### src/rtl/perf_pkg.sv
// Shared constants for the performance-counter unit: event slot indices and
// overflow-mode encodings.
package perf_pkg;

    localparam int unsigned EV_INST  = 0;
    localparam int unsigned EV_ICREQ = 1;
    localparam int unsigned EV_ICHIT = 2;
    localparam int unsigned EV_DCREQ = 3;
    localparam int unsigned EV_DCHIT = 4;

    localparam int unsigned MODE_WRAP = 0;
    localparam int unsigned MODE_SAT  = 1;

    localparam int unsigned NUM_EVENTS_DEF = 5;
    localparam int unsigned CNT_W_DEF      = 32;

endpackage

### src/rtl/perf_counter_cell.sv
// One unsigned counter with soft clear, wrap-or-saturate overflow handling
// and a sticky overflow flag.
module perf_counter_cell
    import perf_pkg::*;
#(
    parameter int unsigned CNT_W    = CNT_W_DEF,
    parameter int unsigned SATURATE = MODE_WRAP
) (
    input  logic             clk,
    input  logic             rst,
    input  logic             clr,
    input  logic             inc,
    output logic [CNT_W-1:0] value,
    output logic             ovf
);

    logic [CNT_W-1:0] value_q, value_d;
    logic             ovf_q, ovf_d;

    // Clear dominates increment; all-ones + 1 either wraps or pins.
    always_comb begin
        value_d = value_q;
        ovf_d   = ovf_q;
        if (clr) begin
            value_d = '0;
            ovf_d   = 1'b0;
        end else if (inc) begin
            if (value_q == {CNT_W{1'b1}}) begin
                ovf_d   = 1'b1;
                value_d = (SATURATE == MODE_SAT) ? {CNT_W{1'b1}} : '0;
            end else begin
                value_d = value_q + CNT_W'(1);
            end
        end
    end

    always_ff @(posedge clk) begin
        if (rst) begin
            value_q <= '0;
            ovf_q   <= 1'b0;
        end else begin
            value_q <= value_d;
            ovf_q   <= ovf_d;
        end
    end

    assign value = value_q;
    assign ovf   = ovf_q;

endmodule

### src/rtl/perf_event_counters.sv
// Performance-counter unit: NUM_EVENTS event counters plus a cycle counter,
// freeze-on-halt, soft clear, sticky overflow and a one-cycle read port.
module perf_event_counters
    import perf_pkg::*;
#(
    parameter int unsigned NUM_EVENTS = NUM_EVENTS_DEF,
    parameter int unsigned CNT_W      = CNT_W_DEF,
    parameter int unsigned SATURATE   = MODE_WRAP,
    parameter int unsigned SEL_W      = $clog2(NUM_EVENTS + 1)
) (
    input  logic                  clk,
    input  logic                  rst,
    input  logic                  en,
    input  logic [NUM_EVENTS-1:0] event_i,
    input  logic                  halt,
    input  logic                  clear,
    input  logic                  rd_req,
    input  logic [SEL_W-1:0]      rd_sel,
    output logic [CNT_W-1:0]      rd_data,
    output logic                  rd_valid,
    output logic [NUM_EVENTS:0]   overflow,
    output logic                  halted
);

    logic                  halted_q, halted_d;
    logic [CNT_W-1:0]      rd_data_q, rd_data_d;
    logic                  rd_valid_q, rd_valid_d;

    logic                  active_c;
    logic [NUM_EVENTS:0]   inc_c;
    logic [NUM_EVENTS:0]   ovf_c;
    logic [CNT_W-1:0]      cnt_val [NUM_EVENTS+1];
    logic [CNT_W-1:0]      rd_mux_c;

    // Top slot of inc_c is the cycle counter, which ticks on every active cycle.
    always_comb begin
        active_c = en & ~halted_q & ~clear;
        inc_c    = {active_c, event_i & {NUM_EVENTS{active_c}}};
    end

    genvar gi;
    generate
        for (gi = 0; gi <= NUM_EVENTS; gi++) begin : g_cell
            perf_counter_cell #(
                .CNT_W    (CNT_W),
                .SATURATE (SATURATE)
            ) u_cell (
                .clk   (clk),
                .rst   (rst),
                .clr   (clear),
                .inc   (inc_c[gi]),
                .value (cnt_val[gi]),
                .ovf   (ovf_c[gi])
            );
        end
    endgenerate

    // Out-of-range selects read back as zero.
    always_comb begin
        rd_mux_c = '0;
        for (int unsigned i = 0; i < NUM_EVENTS + 1; i++) begin
            if (rd_sel == SEL_W'(i)) begin
                rd_mux_c = cnt_val[i];
            end
        end
    end

    always_comb begin
        halted_d   = halted_q;
        rd_data_d  = rd_data_q;
        rd_valid_d = rd_req;
        if (clear) begin
            halted_d = 1'b0;
        end else if (active_c && halt) begin
            halted_d = 1'b1;
        end
        if (rd_req) begin
            rd_data_d = rd_mux_c;
        end
    end

    always_ff @(posedge clk) begin
        if (rst) begin
            halted_q   <= 1'b0;
            rd_data_q  <= '0;
            rd_valid_q <= 1'b0;
        end else begin
            halted_q   <= halted_d;
            rd_data_q  <= rd_data_d;
            rd_valid_q <= rd_valid_d;
        end
    end

    assign rd_data  = rd_data_q;
    assign rd_valid = rd_valid_q;
    assign overflow = ovf_c;
    assign halted   = halted_q;

endmodule

### config.mk
export PLATFORM = sky130hd
export DESIGN_NAME = perf_event_counters
export DESIGN_NICKNAME = d
export VERILOG_FILES = /design/src/rtl/perf_pkg.sv /design/src/rtl/perf_counter_cell.sv /design/src/rtl/perf_event_counters.sv
export SDC_FILE = /design/constraint.sdc
export NUM_CORES = 1
export LEC_CHECK = 0
export CORE_MARGIN = 10
export CORE_UTILIZATION = 40
export DETAILED_ROUTE_END_ITERATION = 12
export GPL_TIMING_DRIVEN = 1
export PLACE_DENSITY_LB_ADDON = 0.25
export SYNTH_ARGS = -nofsm -noshare
export SYNTH_HDL_FRONTEND = slang
export SYNTH_SLANG_ARGS = --single-unit
export TNS_END_PERCENT = 5
### constraint.sdc
create_clock -name clk -period 3.6 [get_ports clk]
set_input_delay 0.72 -clock clk [delete_from_list [all_inputs] [get_ports clk]]
set_output_delay 0.72 -clock clk [all_outputs]
set_load 0.02 [all_outputs]
==> results by group <==
Run status
  • Status: finished clean

Drt
  • Routed vias: 10,452
  • Antenna Nets Post-Route: 0
  • First DRT Iteration DRCs: 977
  • Avg WL per Cell: 18.89 um
  • Routed wire length: 34,970 um
  • Residual DRC: 0
  • Vias/cell: 5.647
  • Pre-antenna DRT Iters: 5

Synthesis
  • Main combinational cell family by area after synthesis: simple AND/OR/NAND/NOR gates
  • Synth area leader: dfxtp_1
  • Mapped Cells: 1,411
  • Post-synth top area share: 39.81%
  • Ys flop type: dfxtp_1
  • Post-synthesis compound-gate area fraction: 10.79%
  • Post-synthesis sequential area ratio: 39.81%
  • Synth Area in Simple Gates: 32.01%
  • Syn Std Cell Area: 11,670 sq um
  • Async SR Flop Fraction: 0%
  • Syn Area/Cell: 8.269 sq um
  • Library cells used by synthesis: 53
  • Synth warnings: 0
  • Post-synth EDFFs: 0
  • Mapped Nets: 1,431
  • XOR/XNOR Fraction of Synth Area: 12.01%
  • Mux cell area share after synthesis: 1.029%
  • Largest cells by area after synthesis: dfxtp_1, xor2_1, nor2_1
  • Yosys reg bits: 232
  • Adder-Cell Fraction of Synth Area: 0.6434%

Global route
  • Largest net degree at the start of global routing: 50
  • First-pass GRT wire length: 54,720 um
  • Vias in the first global route: 9,650
  • Initial antenna violation count: 0
  • Total track usage: 18.65%
  • Grt ovf: 0

STA
  • Crit path time final: 2.674 ns
  • Post-route clock period utilization: 74.27%
  • Final Setup Violations: 0
  • Final Hold Viols: 0
  • Skew final: 0.02967 ns
  • Final setup TNS: 0 ns
  • Max frequency: 374.0 MHz
  • Worst slew pin tran: 0.7389 ns
  • Final Max Slew Viols: 0
  • Relative slew slack: 50.28%
  • RSZ-0062 raised after global routing: no

Worst hold path
  • HP Class: flop to flop

Die
  • Core area: 28,780 sq um
  • Starting Density: 40.54%
  • Die ar.: 36,400 sq um
  • Die Wd: 190.8 um
  • Row count: 62
  • Die H: 190.8 um
  • Top Ports: 54

CTS
  • CTS tree: built
  • Clock-pin slew on the worst setup and hold paths: 0.06 ns
  • Clock sinks: 232
  • Post-CTS Hold Fix Bufs: 0
  • Num CTS Buffers: 26
  • CTS root buffer: clkbuf_16
  • CTS max path bufs: 3
  • H-tree levels: 1
  • Post-CTS sizing: 0
  • Clk_lat worst skew: 0.55 ns
  • Postcts setup bufs: 0

Worst setup path
  • Worst Setup SP: clear
  • R2r setup slk: 1.32 ns
  • Worst setup path end: g_cell[4].u_cell.value[6]
  • Crit end category: flop
  • Crit path max fanout: 18
  • WP data required: 4.02 ns
  • Worst setup SP type: primary input
  • Setup CP Type: primary input to flop
  • Worst R2R Path Depth: 6
  • Worst EP arrival: 3.09 ns
  • Worst r2r dst: g_cell[1].u_cell.value[25]
  • Worst reg2reg startpoint: g_cell[1].u_cell.value[12]

Finish
  • Layout Nets: 1,468
  • Antenna Cells: 0
  • Final core utilization: 47.23%
  • Final instance area: 13,590 sq um
  • Area growth from synthesis to layout: 16.50%
  • Layout cells sized above 1: 7.703%

Power
  • Pwr Density: 422.1 nW/um^2
  • LEAKAGE: 0.004406 uW
  • Peak VDD IR: 0.3495 mV

Placement
  • DP Area: 12,670 sq um
  • IO buf count: 53
  • RD Place Congestion: 0.9024
  • Hpwl dp: 25,850 um

Flow run
  • Max_cap viols: 0
flip-flops by register name, summed over array words and instances, names as in the netlist:
register	cells
g_cell.u_cell.value	192
rd_valid	1
halted	1
g_cell.u_cell.ovf	6
rd_data	32
critical path, stage by stage:
cell,delay [ns]
clkdlybuf4s50_1,0.66
nand4bb_1,0.46
nor4_4,0.45
nand3_1,0.20
o21ai_1,0.23
buf_4,0.28
nor2_1,0.08
worst min-delay path by stage:
| stage | start | to | cells past startpoint |
|---|---|---|---|
| 2_1_floorplan | g_cell[0].u_cell.ovf | g_cell[0].u_cell.ovf | 2 |
| 3_3_place_gp | g_cell[1].u_cell.ovf | g_cell[1].u_cell.ovf | 1 |
| 3_5_place_dp | rd_data[1] | rd_data[1] | 2 |
| 4_1_cts | rd_data[1] | rd_data[1] | 2 |
| 5_1_grt | g_cell[5].u_cell.ovf | g_cell[5].u_cell.ovf | 1 |
| 6_report | rd_data[14] | rd_data[14] | 2 |
kinds of logic after synthesis:
kind of cell | after synthesis
AOI/OAI and AO/OA | 192
and+or+nand+nor | 711
xor gates and xnor gates | 160
buffers and inverters | 100
muxes | 10
adders and majority gates | 6
DFF | 232
synthesized netlist by cell type, types with 15 or more instances:
library cell    n
dfxtp_1       232
nor2_1        206
xor2_1        121
nand2_1       110
nand4_1       110
nand3_1        74
clkbuf_1       55
a22oi_1        50
a21oi_1        48
xnor2_1        39
and3_1         33
and4_1         28
nand2b_1       27
o211ai_1       27
nor3_1         26
o21ai_0        26
buf_2          22
or3_1          21
o31ai_1        15
placed cells by master (no fill, tap or decap), types with 3 or more instances in the layout:
| cell type | synthesis | layout |
|---|---|---|
| nand2_1 | 110 | 110 |
| buf_4 | 8 | 42 |
| xor2_1 | 121 | 121 |
| nand4bb_1 | 5 | 5 |
| inv_1 | 12 | 12 |
| nand2b_1 | 27 | 27 |
| and4_1 | 28 | 28 |
| or3_1 | 21 | 21 |
| nand4_1 | 110 | 110 |
| clkbuf_16 | 0 | 26 |
| mux2_2 | 6 | 6 |
| o31ai_1 | 15 | 15 |
| ha_1 | 6 | 6 |
| nor2_1 | 206 | 205 |
| xnor2_1 | 39 | 39 |
| o21a_1 | 4 | 4 |
| a211oi_1 | 13 | 13 |
| o21ai_0 | 26 | 26 |
| dfxtp_1 | 232 | 232 |
| nor4_1 | 14 | 14 |
| mux2i_1 | 3 | 3 |
| nor3_2 | 2 | 3 |
| clkbuf_8 | 0 | 5 |
| bufinv_16 | 0 | 5 |
| clkdlybuf4s50_1 | 0 | 52 |
| nor2b_1 | 14 | 14 |
| clkbuf_1 | 55 | 8 |
| nor3_1 | 26 | 25 |
| a22oi_1 | 50 | 50 |
| o211ai_1 | 27 | 27 |
| o21ai_2 | 4 | 5 |
| and2_1 | 14 | 14 |
| or4_1 | 7 | 7 |
| a21oi_1 | 48 | 48 |
| nand3_1 | 74 | 74 |
| nor3b_2 | 0 | 3 |
| and3_1 | 33 | 33 |
cell type report:
cell class | count | area, sq um
inverters | 12 | 45.04
well taps | 384 | 480.5
flip-flops and latches | 232 | 4644
clock inverters | 8 | 176.4
clock buffers | 39 | 749.5
repair buffers | 97 | 880.8
multi-input cells | 1079 | 6616
fillers | 2825 | 15190
report_power, final:
| group | total [uW] | switching [uW] | internal [uW] |
|---|---|---|---|
| sequential | 2590 | 9.96 | 2580 |
| clock | 2880 | 1090 | 1790 |
| combinational | 263 | 172 | 91.3 |
| total | 5740 | 1270 | 4460 |
per-stage QoR:
| step | hold WS, ns | power [uW] | instances | worst slack (ns) |
|---|---|---|---|---|
| floorplan | 0.4380 | 2794 | 1411 | 1.210 |
| global placement | 0.4519 | 2908 | 1804 | 0.5037 |
| detailed placement | 0.4580 | 2910 | 1804 | 0.4294 |
| CTS | 0.4686 | 5791 | 1851 | 0.9263 |
| global route | 0.4788 | 5908 | 1851 | 0.7198 |
| finish | 0.4660 | 5737 | 1851 | 0.9262 |
metal layers:
layer  track usage [%]  share of wire (%)  vias up  routed length (um)
li1                  -                  -     5117                   -
met1             26.16                 46     4947               16050
met2             28.55                 44      338               15230
met3             2.396                7.0       50                2439
met4             6.905                3.6        0                1254
met5                 0                  0        -                   0
Power figures use the tool's default switching activity.
